### config.mk
export PLATFORM = sky130hd
export DESIGN_NAME = wb_cmd_master
export DESIGN_NICKNAME = d
export VERILOG_FILES = /design/src/rtl/wb_cmd_master.sv
export SDC_FILE = /design/constraint.sdc
export NUM_CORES = 1
export LEC_CHECK = 0
export BUFFER_PORTS_ARGS = -buffer_cell sky130_fd_sc_hd__buf_4
export CORE_ASPECT_RATIO = 1.75
export CORE_MARGIN = 2
export CORE_UTILIZATION = 45
export DETAILED_ROUTE_END_ITERATION = 12
export PLACE_DENSITY = 0.77
export RECOVER_POWER = 100
export SETUP_SLACK_MARGIN = 0.1
export SKIP_CTS_REPAIR_TIMING = 1
export SLEW_MARGIN = 20
export SYNTH_ARGS = -nofsm -noshare
export SYNTH_HDL_FRONTEND = slang
export SYNTH_SLANG_ARGS = --single-unit
### constraint.sdc
create_clock -name wb_clk_i -period 2.59 [get_ports wb_clk_i]
set_input_delay 0 -clock wb_clk_i [delete_from_list [all_inputs] [get_ports wb_clk_i]]
set_output_delay 0 -clock wb_clk_i [all_outputs]
set_load 0.01 [all_outputs]
### src/rtl/wb_cmd_master.sv
// Wishbone classic single-transfer initiator: valid/ready command in, one bus cycle, valid/ready response out.
// Latency: cyc/stb the cycle after accept, response the cycle after ACK/ERR/timeout; command stalls while busy or response unconsumed.
module wb_cmd_master #(
    parameter int unsigned TIMEOUT_CYCLES = 255
) (
    input  logic        wb_clk_i,
    input  logic        wb_rst_ni,
    input  logic        cmd_valid_i,
    output logic        cmd_ready_o,
    input  logic        cmd_we_i,
    input  logic [31:0] cmd_adr_i,
    input  logic [31:0] cmd_dat_i,
    input  logic [3:0]  cmd_sel_i,
    output logic        rsp_valid_o,
    input  logic        rsp_ready_i,
    output logic [31:0] rsp_dat_o,
    output logic        rsp_err_o,
    output logic        rsp_tmo_o,
    output logic        wbm_cyc_o,
    output logic        wbm_stb_o,
    output logic        wbm_we_o,
    output logic [31:0] wbm_adr_o,
    output logic [31:0] wbm_dat_o,
    output logic [3:0]  wbm_sel_o,
    input  logic        wbm_ack_i,
    input  logic        wbm_err_i,
    input  logic [31:0] wbm_dat_i,
    output logic        busy_o
);

    typedef enum logic [1:0] {
        IDLE = 2'd0,
        BUS  = 2'd1,
        RESP = 2'd2
    } state_e;

    localparam logic [7:0] TMO_LAST = 8'(TIMEOUT_CYCLES - 1);

    state_e      state_q, state_d;
    logic        we_q, we_d;
    logic [31:0] adr_q, adr_d;
    logic [31:0] dat_q, dat_d;
    logic [3:0]  sel_q, sel_d;
    logic [7:0]  cnt_q, cnt_d;
    logic [31:0] rsp_dat_q, rsp_dat_d;
    logic        rsp_err_q, rsp_err_d;
    logic        rsp_tmo_q, rsp_tmo_d;

    always_comb begin
        state_d   = state_q;
        we_d      = we_q;
        adr_d     = adr_q;
        dat_d     = dat_q;
        sel_d     = sel_q;
        cnt_d     = cnt_q;
        rsp_dat_d = rsp_dat_q;
        rsp_err_d = rsp_err_q;
        rsp_tmo_d = rsp_tmo_q;
        case (state_q)
            IDLE: begin
                if (cmd_valid_i) begin
                    we_d    = cmd_we_i;
                    adr_d   = cmd_adr_i;
                    dat_d   = cmd_dat_i;
                    sel_d   = cmd_sel_i;
                    cnt_d   = 8'd0;
                    state_d = BUS;
                end
            end
            BUS: begin
                // ERR wins over ACK; ACK on the limit edge is still a normal completion
                if (wbm_err_i) begin
                    rsp_dat_d = 32'd0;
                    rsp_err_d = 1'b1;
                    rsp_tmo_d = 1'b0;
                    state_d   = RESP;
                end else if (wbm_ack_i) begin
                    rsp_dat_d = we_q ? 32'd0 : wbm_dat_i;
                    rsp_err_d = 1'b0;
                    rsp_tmo_d = 1'b0;
                    state_d   = RESP;
                end else if (cnt_q == TMO_LAST) begin
                    rsp_dat_d = 32'd0;
                    rsp_err_d = 1'b1;
                    rsp_tmo_d = 1'b1;
                    state_d   = RESP;
                end else begin
                    cnt_d = cnt_q + 8'd1;
                end
            end
            RESP: begin
                if (rsp_ready_i) begin
                    state_d = IDLE;
                end
            end
            default: state_d = IDLE;
        endcase
    end

    always_ff @(posedge wb_clk_i or negedge wb_rst_ni) begin
        if (!wb_rst_ni) begin
            state_q   <= IDLE;
            we_q      <= 1'b0;
            adr_q     <= 32'd0;
            dat_q     <= 32'd0;
            sel_q     <= 4'd0;
            cnt_q     <= 8'd0;
            rsp_dat_q <= 32'd0;
            rsp_err_q <= 1'b0;
            rsp_tmo_q <= 1'b0;
        end else begin
            state_q   <= state_d;
            we_q      <= we_d;
            adr_q     <= adr_d;
            dat_q     <= dat_d;
            sel_q     <= sel_d;
            cnt_q     <= cnt_d;
            rsp_dat_q <= rsp_dat_d;
            rsp_err_q <= rsp_err_d;
            rsp_tmo_q <= rsp_tmo_d;
        end
    end

    // cyc/stb decode from state so an asynchronous reset drops them at once
    assign wbm_cyc_o   = (state_q == BUS);
    assign wbm_stb_o   = (state_q == BUS);
    assign cmd_ready_o = (state_q == IDLE);
    assign rsp_valid_o = (state_q == RESP);
    assign busy_o      = (state_q != IDLE);
    assign wbm_we_o    = we_q;
    assign wbm_adr_o   = adr_q;
    assign wbm_dat_o   = dat_q;
    assign wbm_sel_o   = sel_q;
    assign rsp_dat_o   = rsp_dat_q;
    assign rsp_err_o   = rsp_err_q;
    assign rsp_tmo_o   = rsp_tmo_q;

endmodule

# ---- Word-level counts from Yosys, hierarchy flattened
# Cells that the tools add are included.
dict set report word_totals {
  n_memories 0
  ram_bits 0
  regBits 113
  latch_bits 0
  input_bits 107
  rom_bits 0
}
dict set report op_classes {
  n_addsub 1
  n_mul 0
  shifts 0
  reduce_logical 8
  eq_ne 9
  n_div 0
  muxes 19
  n_lt_le_gt_ge 0
  bitwise 0
}
# op n
set op_table {}
lappend op_table {{$mux 32} 4}
lappend op_table {{$mux 8} 4}
lappend op_table {{$pmux 8 s2} 1}
lappend op_table {{$mux 2} 5}
lappend op_table {{$add 8x1->8 const B} 1}
lappend op_table {{$eq 8x8->1 const B} 1}
lappend op_table {{$ne 2x2->1 const B} 4}
lappend op_table {{$pmux 2 s3} 1}
lappend op_table {{$reduce_and 5->1} 1}
lappend op_table {{$mux 1} 4}
lappend op_table {{$ne 4x1->1 const B} 1}
lappend op_table {{$reduce_and 2->1} 2}
lappend op_table {{$reduce_bool 2->1} 2}
lappend op_table {{$reduce_and 3->1} 1}
lappend op_table {{$reduce_bool 3->1} 1}
lappend op_table {{$eq 2x1->1 const B} 1}
lappend op_table {{$eq 2x2->1 const B} 1}
lappend op_table {{$logic_not 2->1} 1}
lappend op_table {{$ne 2x1->1 const B} 1}

# ---- Longest topological paths before layout
# Gate-level depths: netlist of run 1.
dict set report logic_depth {
  ltp_word 5
  ltp_mapped 7
  ltp_nobuf 6
}

# ---- Least setup slack after synthesis of run 1
# OpenSTA, ideal clock, no wires.
dict set report synth_timing {
  kind {reg2reg}
  from {register cnt_q[0]}
  to {register cnt_q[4]}
  t_required_ns 2.503
  setup_ns 0.087
  stages_incl_launch_ff 7
  n_path_buf 0
  t_arrival_ns 1.459
  period_less_slack_ns 1.546
  setup_slack_ns 1.044
  cell_sequence {dfrtp_1 > inv_1 > ha_1 > nand4_2 > o211ai_2 > or4_1 > o211ai_1}
}
dict set report synth_via {
  elab_chain_len 5
  elab_cells_between_ends 8
  cone_classes {add/sub: 1; eq/ne: 2; mux: 4; reduce/logical: 1}
}
# element line_no
set synth_rtl {}
lappend synth_rtl {{from (decl)} 44} ;# logic [7:0] cnt_q, cnt_d;
lappend synth_rtl {{from (signal assigned)} 117} ;# cnt_q <= cnt_d;
lappend synth_rtl {{$add 8x1->8} 88} ;# cnt_d = cnt_q + 8'd1;
lappend synth_rtl {{$mux 8} 82} ;# end else if (cnt_q == TMO_LAST) begin
lappend synth_rtl {{$mux 8} 77} ;# end else if (wbm_ack_i) begin
lappend synth_rtl {{$mux 8} 72} ;# if (wbm_err_i) begin
lappend synth_rtl {{$pmux 8 s2} 59} ;# case (state_q)
# Parallel ways exist; a longest one is shown, timed or not. The select of a mux whose other input is x is not followed.
# A chain may end at the register's enable or synchronous reset.

# ---- Worst setup path after layout of run 1
dict set report layout_timing {
  from {register cnt_q[0]}
  to {register rsp_dat_q[24] (netlist: rsp_dat_o[24])}
}
dict set report layout_via {
  elab_chain_len 3
}
# element line_no
set layout_rtl {}
lappend layout_rtl {{$eq 8x8->1} 82}
lappend layout_rtl {{$reduce_bool 3->1 (no source line)} --}
lappend layout_rtl {{$reduce_and 2->1 (no source line)} --}
lappend layout_rtl {{to (signal assigned)} 118} ;# rsp_dat_q <= rsp_dat_d;
lappend layout_rtl {{to (decl)} 45} ;# logic [31:0] rsp_dat_q, rsp_dat_d;
# Every way passes these cells.

==> results of run 1 <==
-- metrics by stage --
step / util, % / setup WS [ns] / std cells / hold WS, ns
5_1_grt: 74.8 / 0.198 / 959 / 0.247
2_1_floorplan: - / 1.04 / 497 / -0.296
4_1_cts: 68.4 / 0.711 / 851 / -0.304
3_5_place_dp: 62.5 / 0.735 / 821 / 0.131
6_report: 74.8 / 0.336 / 959 / 0.226
3_3_place_gp: 62.5 / 0.804 / 821 / 0.120
-- state kept, by name, indices dropped and copies added, names as in the netlist, 2 cells and up --
signal     flops
state_q        2
wbm_sel_o      4
cnt_q          8
wbm_dat_o     32
wbm_adr_o     32
rsp_dat_o     32
-- Yosys cell counts, drive strengths merged --
cell type | count | area share (%)
a21oi | 7 | 0.75
buf | 13 | 2.0
or3 | 1 | 0.13
nand4 | 1 | 0.27
nand2 | 246 | 20
a41oi | 1 | 0.19
o211a | 1 | 0.22
mux2i | 32 | 6.9
nor3b | 1 | 0.27
nor3 | 2 | 0.22
and2 | 1 | 0.13
or4 | 1 | 0.16
o21a | 2 | 0.32
a22o | 1 | 0.19
o21ai | 5 | 0.62
a31oi | 3 | 0.40
dfrtp | 113 | 61
inv | 38 | 3.1
clkbuf | 10 | 0.81
ha | 2 | 0.54
o211ai | 2 | 0.43
nand2b | 2 | 0.43
nor2 | 5 | 0.46
nand3 | 6 | 0.65
a21o | 1 | 0.16
-- layer usage --
metal	vias up	share of wire, %	track usage (%)
met3	41	5.3	6.97
met4	0	3.3	10.1
met2	217	55	39.8
met5	-	0	0
met1	2229	36	24.8
li1	2175	-	-
-- power groups by stage --
stage                     combinational (W)  clock [W]  sequential (W)
after floorplan                     0.00119          0         0.00334
after global placement              0.00312          0         0.00302
after detailed placement            0.00323          0         0.00304
after CTS                           0.00323    0.00240         0.00303
after global routing                0.00309    0.00250         0.00314
final                               0.00279    0.00237         0.00304
-- worst max-delay path, cell delays in order, from the launching register on --
cell and delay (ns):
sky130_fd_sc_hd__dfrtp_1 0.44, sky130_fd_sc_hd__inv_1 0.09, sky130_fd_sc_hd__ha_1 0.16, sky130_fd_sc_hd__nand4_2 0.13, sky130_fd_sc_hd__o21ai_0 0.49, sky130_fd_sc_hd__nand2_4 0.45, sky130_fd_sc_hd__mux2i_1 0.37
-- cells by family (layout without fill, tap and decap cells) --
group           after synthesis  in the layout  synth area share [%]
compound gates               23             23                  3.28
fa+ha+maj                     2              2                 0.538
buf+inv                      61            394                  5.83
flops                       113            113                  60.8
mux                          32             32                  6.88
other cells                   0              2                     0
simple gates                266            266                  22.7
-- cell type report --
| class | count | area (µm²) | share of cell area [%] |
|---|---|---|---|
| diodes | 2 | 5.00 | 0.0658 |
| clock inverters | 5 | 100 | 1.32 |
| flip-flops and latches | 113 | 2830 | 37.2 |
| clock buffers | 25 | 505 | 6.64 |
| inverters | 38 | 143 | 1.87 |
| repair buffers | 326 | 2310 | 30.4 |
| multi-input cells | 323 | 1560 | 20.5 |
| well taps | 127 | 159 | 2.09 |
-- worst max path at each step --
stage               startpoint            end  depth (start not counted)
CTS                   cnt_q[0]   rsp_dat_o[4]                          6
finish                cnt_q[0]  rsp_dat_o[24]                          6
floorplan             cnt_q[0]       cnt_q[4]                          6
detailed placement    cnt_q[0]   rsp_dat_o[4]                          6
global placement    state_q[1]       cnt_q[4]                          5
global route          cnt_q[0]  rsp_dat_o[24]                          6
==> results list, run 1 <==
- The run finished, with violations left.
- The final reports fail on max-capacitance violations, max-slew violations.
- The worst setup path is launched from a register.
* Req. time, crit path: 2.89 ns
- The analysis attributes to net switching a power of 0.00301 W.
* Clock root buffer: sky130_fd_sc_hd__clkbuf_16
* Worst hold path type: input port to register
- Hold violation total from the final report: 0
- At the pin with the least slew margin, the transition time is 1.56 ns.
- Power Dens Cells: 1080 nW/µm²
- Max-slew violation count: 62
- Sequential share of power: 37.0%
- Buffers added on ports: 214
- In this run, the number of DRC markers left after iteration 0 of detailed routing was 256.
- Count of boundary I/O pins: 215
- For this block, the via count after detailed routing is 4662.
- The tool flagged a number of max-cap violations equal to 1.
- Setup violations remaining at the end of the flow were counted as 0.
- Antenna violations before repair: 2
- Filler cell count: 756
* Area added between synthesis and finish: 63.5%
- In this run the vertical extent of the chip is 139 µm.
* HPWL reported at the end of detailed placement: 9.03 mm
- In this run the cell area of the synthesized design comes to 4650 µm².
- CTS saw 113 sinks.
- The floorplan step defined a die boundary enclosing 11200 µm².
- A synthesized cell averages 9.37 µm².
* Share of final-layout standard cells stronger than drive strength 1: 17.6%
- The number of global-route vias before repair came to 4122.
- Layout Cell Area excl Fill: 7610 µm²
- Commonest non-fill, non-tap cells in the layout: sky130_fd_sc_hd__nand2_1, sky130_fd_sc_hd__dfrtp_1, sky130_fd_sc_hd__clkbuf_1
* Power share of the combinational group: 34.0%
* Setup repair after global routing missed its margin: no
* Post-detailed-route wirelength per cell: 15.7 µm
- Net switching is 36.7% of the power.
- The initial utilization of the core area, before any placement, comes to 45.7%.
- Final nets: 928
* Most common cell after layout, fill and taps aside: sky130_fd_sc_hd__nand2_1
* Pleak: 3.96 nW
* Antenna Violating Nets Remaining: 0
- Clock share of power: 28.9%
* Destination of the worst hold path: wbm_adr_o[20]
* Upper clock frequency limit: 444 MHz
- Source of the worst register-to-register timing path: cnt_q[0]
* Number of vias per cell: 4.86
- After layout, the design draws a total of 0.00821 W.
- Peak VDD IR: 0.000842 V
- Summed over all failing endpoints, the final setup total negative slack is 0 ns.
- The final layout contains routed wiring with a total length of 15.1 mm.
- Entering global routing, the biggest net connects 63 pins.
- Endpoint kind of the worst setup timing path: register
* Tightest slew margin relative to the limit: -4.17%
* X dimension of the die: 80.9 µm
* Global-route wire length before repair: 19.5 mm
* Register-to-register path setup slack: 0.34 ns
* Capturing point of the worst reg2reg path: rsp_dat_o[24]
- Period Utilization, post-route: 87.0%
- Max H-tree Level: 4
- Register area share after synthesis: 60.8%
- Row count: 49
* Total CTS buffers: 17
* Int Power: 0.00519 W
- Cells on Worst Hold Path: 4
- Global routing finished with a remaining overflow of 0.
- After layout, the minimum clock period comes to 2.25 ns.
- Number of flip-flops and latches in the synthesized netlist: 113
- Global Route Usage Sum: 22.8%
- Hold path startpoint: cmd_valid_i
- Number of cells on the worst reg-to-reg path: 6
- After floorplanning, the core was sized to cover 10200 µm².
- At the worst endpoint, the arrival time is 2.55 ns.
- In this run the deepest clock path goes through 2 buffers.
- Post-route clock skew: 0.0118 ns
- Post-detailed-placement cell area: 6360 µm²
- Gate count of the mapped netlist: 497
- Number of detailed-route iterations in the first pass: 4
- After synthesis, the netlist uses 32 different library cells.
* RePlAce Congestion: 0.775
- Maximum net fanout on the critical path: 33
- Clock-pin slew was measured on the worst setup and hold paths at 0.06 ns.
- Count of warnings emitted by yosys: 0
- Syn_nets: 606
- At the later pin of the worst-skew pair, clock insertion delay measures 0.41 ns.
* Type of the setup path with the least slack: register to register
* DRC Markers: 0
* CTS tree: yes
(Power assumes the default switching activity.)
==> inputs of run 2 (changes only) <==
--- a/config.mk
+++ b/config.mk
@@ -10,6 +10,7 @@
 export CORE_MARGIN = 2
 export CORE_UTILIZATION = 45
 export DETAILED_ROUTE_END_ITERATION = 12
+export MAX_ROUTING_LAYER = met4
 export PLACE_DENSITY = 0.77
 export RECOVER_POWER = 100
 export SETUP_SLACK_MARGIN = 0.1
==> run 2 against run 1 <==
Compared with the run above:
- the run still ends with max-capacitance violations, max-slew violations left
- largest power group unchanged
- register-to-register slack improved by 0.02 ns
- sequential share of layout area barely moved
- routed wire length down 0.19%
- combinational power barely moved
- worst setup slack improved by 0.019 ns
- clock-buffer cell count unchanged
- first-iteration DRC count is 9.8% higher
- fmax increased by 0.87%
- cell count down 0.10%
- critical path depth stayed put
- power down 0.11%
==> results list, run 2 (synthesis results as in run 1) <==
* Maximum net fanout on the critical path: 33 (unchanged)
- Maximum number of pins on one net before global-route repair: 63 (unchanged)
* Period Utilization, post-route: 86.3% (was 87.0%)
- Number of cells in the design after placement: 821 (unchanged)
* Row count: 49 (unchanged)
- Total CTS buffers: 17 (unchanged)
- The arrival time of data at the critical path endpoint is 2.54 ns (was 2.55 ns).
* Number of detailed-route iterations in the first pass: 4 (unchanged)
- The clock period minus final worst setup slack is 2.23 ns (was 2.25 ns).
- The insertion delay of the later-clocked pin in the worst-skew pair is 0.41 ns (about the same).
- Commonest non-fill, non-tap cells in the layout: sky130_fd_sc_hd__nand2_1, sky130_fd_sc_hd__dfrtp_1, sky130_fd_sc_hd__clkbuf_1 (unchanged).
- Setup violations, final: 0 (unchanged)
- Post-detailed-route wirelength per cell: 15.7 µm (about the same)
- The number of levels the H-tree was split into came to 4 (unchanged).
- Die boundary height: 139 µm (unchanged)
* Layout Cell Area excl Fill: 7610 µm² (about the same)
- The final cell utilization of the core was 74.7% (was 74.8%).
- The total routed wirelength was 15.0 mm (was 15.1 mm).
* Number of design-rule violations left by the first detailed-router iteration: 281 (was 256)
- The most common cell after layout, fill and taps aside is sky130_fd_sc_hd__nand2_1 (unchanged).
- Number of vias per cell: 4.83 (was 4.86)
* Power Dens Cells: 1080 nW/µm² (about the same)
- The final count of hold timing violations came to 0 (unchanged).
* Capturing point of the worst reg2reg path: rsp_dat_o[24] (unchanged)
- The number of global-route vias before repair was 4109 (was 4122).
* Effective utilization at floorplan: 45.7% (unchanged)
- RePlAce Congestion: 0.786 (was 0.775)
* Peak VDD IR: 0.000841 V (was 0.000842 V)
- The top achievable clock speed came to 447 MHz (was 444 MHz).
- Count of placed standard cells in the final layout, fillers left out: 958 (was 959)
- Violated checks: max-capacitance violations, max-slew violations (unchanged).
* Pre-CTS setup slack: 0.735 ns (unchanged)
- The clock tree buffer depth is 2 (unchanged).
* Pleak: 3.96 nW (about the same)
* Global-route wire length before repair: 19.6 mm (was 19.5 mm)
* Area added between synthesis and finish: 63.4% (was 63.5%)
* Tightest slew margin relative to the limit: -4.03% (was -4.17%)
- Setup repair after global routing missed its margin: no (unchanged)
* Type of the setup path with the least slack: register to register (unchanged)
- Detailed-route via count: 4627 (was 4662)
* Source of the worst register-to-register timing path: cnt_q[0] (unchanged)
- Clock sink count: 113 (unchanged)
* Destination of the worst hold path: wbm_adr_o[20] (unchanged)
- The I/O pin count came to 215 (unchanged).
- Sort of element at the start of the critical path: register (unchanged)
* Accumulated negative setup slack: 0 ns (unchanged)
- Worst hold path type: input port to register (unchanged)
- The max-cap violation count is 1 (unchanged).
- Worst Slack Setup Final: 0.355 ns (was 0.336 ns)
- The worst setup slack for register-to-register paths was 0.36 ns (was 0.34 ns).
* Area inside the core boundary: 10200 µm² (unchanged)
- The total congestion overflow after global routing was 0 (unchanged).
- The layout cell share with drive strength beyond 1 is 17.6% (unchanged).
- The required time of the worst setup path was 2.89 ns (about the same).
* Hold path startpoint: cmd_valid_i (unchanged)
- The die footprint is 11200 µm² (unchanged).
* HPWL reported at the end of detailed placement: 9.03 mm (unchanged)
* Slew at the pin closest to its max-slew limit: 1.56 ns (about the same)
* Clock root buffer: sky130_fd_sc_hd__clkbuf_16 (unchanged)
* DRC Markers: 0 (unchanged)
- Outcome: finished with violations (unchanged)
* Max-slew violation count: 62 (unchanged)
- CTS tree: yes (unchanged)
- X dimension of the die: 80.9 µm (unchanged)
- Antenna violations before repair: 1 (was 2)
- The overall global routing resource usage is 23.6% (was 22.8%).
- Number of cells on the worst reg-to-reg path: 6 (unchanged)
* Post-detailed-placement cell area: 6360 µm² (unchanged)
* Endpoint kind of the worst setup timing path: register (unchanged)
- Register clock-pin slew on the reported worst setup and hold paths: 0.05 ns (was 0.06 ns)
- The total of buffers placed on input and output ports is 214 (unchanged).
- The remaining antenna violation count after routing came to 0 (unchanged).
- The final worst clock skew is 0.0129 ns (was 0.0118 ns).
- The number of nets in the layout was 928 (unchanged).
* Cells on Worst Hold Path: 4 (unchanged)
[run 2: worst max path at each step]
stage | startpoint | endpoint | slack, ns
after floorplan | cnt_q[0] | cnt_q[4] | 1.04
after global placement | state_q[1] | cnt_q[4] | 0.80
after detailed placement | cnt_q[0] | rsp_dat_o[4] | 0.74
after CTS | cnt_q[0] | rsp_dat_o[4] | 0.71
after global routing | cnt_q[0] | rsp_dat_o[24] | 0.20
final | cnt_q[0] | rsp_dat_o[24] | 0.36
[run 2: report_power, final]
part	leakage, nW	internal, W	total, W	switching [W]
logic	2.21	0.00102	0.00279	0.00177
clock network	0.299	0.00162	0.00237	0.000744
registers	1.44	0.00255	0.00304	0.000488
[run 2: final cells by class]
type	count	area (µm²)
antenna	1	2.50
clock buffer	25	505
clock inverter	5	100
fill	758	2570
inverter	38	143
multi-input combinational	323	1560
sequential	113	2830
tap	127	159
timing repair buffer	326	2310
[run 2: critical path, cell delays in order, from the launching register on]
cell and delay, ns:
sky130_fd_sc_hd__dfrtp_1 0.44, sky130_fd_sc_hd__inv_1 0.09, sky130_fd_sc_hd__ha_1 0.16, sky130_fd_sc_hd__nand4_2 0.13, sky130_fd_sc_hd__o21ai_0 0.48, sky130_fd_sc_hd__nand2_4 0.45
sky130_fd_sc_hd__mux2i_1 0.37
[run 2: through the flow]
stage | hold slack, ns | power (W)
2_1_floorplan | -0.296 | 0.00453
3_3_place_gp | 0.120 | 0.00613
3_5_place_dp | 0.131 | 0.00627
4_1_cts | -0.304 | 0.00867
5_1_grt | 0.245 | 0.00873
6_report | 0.227 | 0.00820
[run 2: layer usage]
| layer | track usage [%] | vias up | wire (µm) |
|---|---|---|---|
| met1 | 25.3 | 2205 | 5410 |
| li1 | - | 2172 | - |
| met2 | 39.8 | 210 | 8320 |
| met4 | 9.55 | 0 | 519 |
| met5 | - | - | 0 |
| met3 | 7.03 | 40 | 797 |
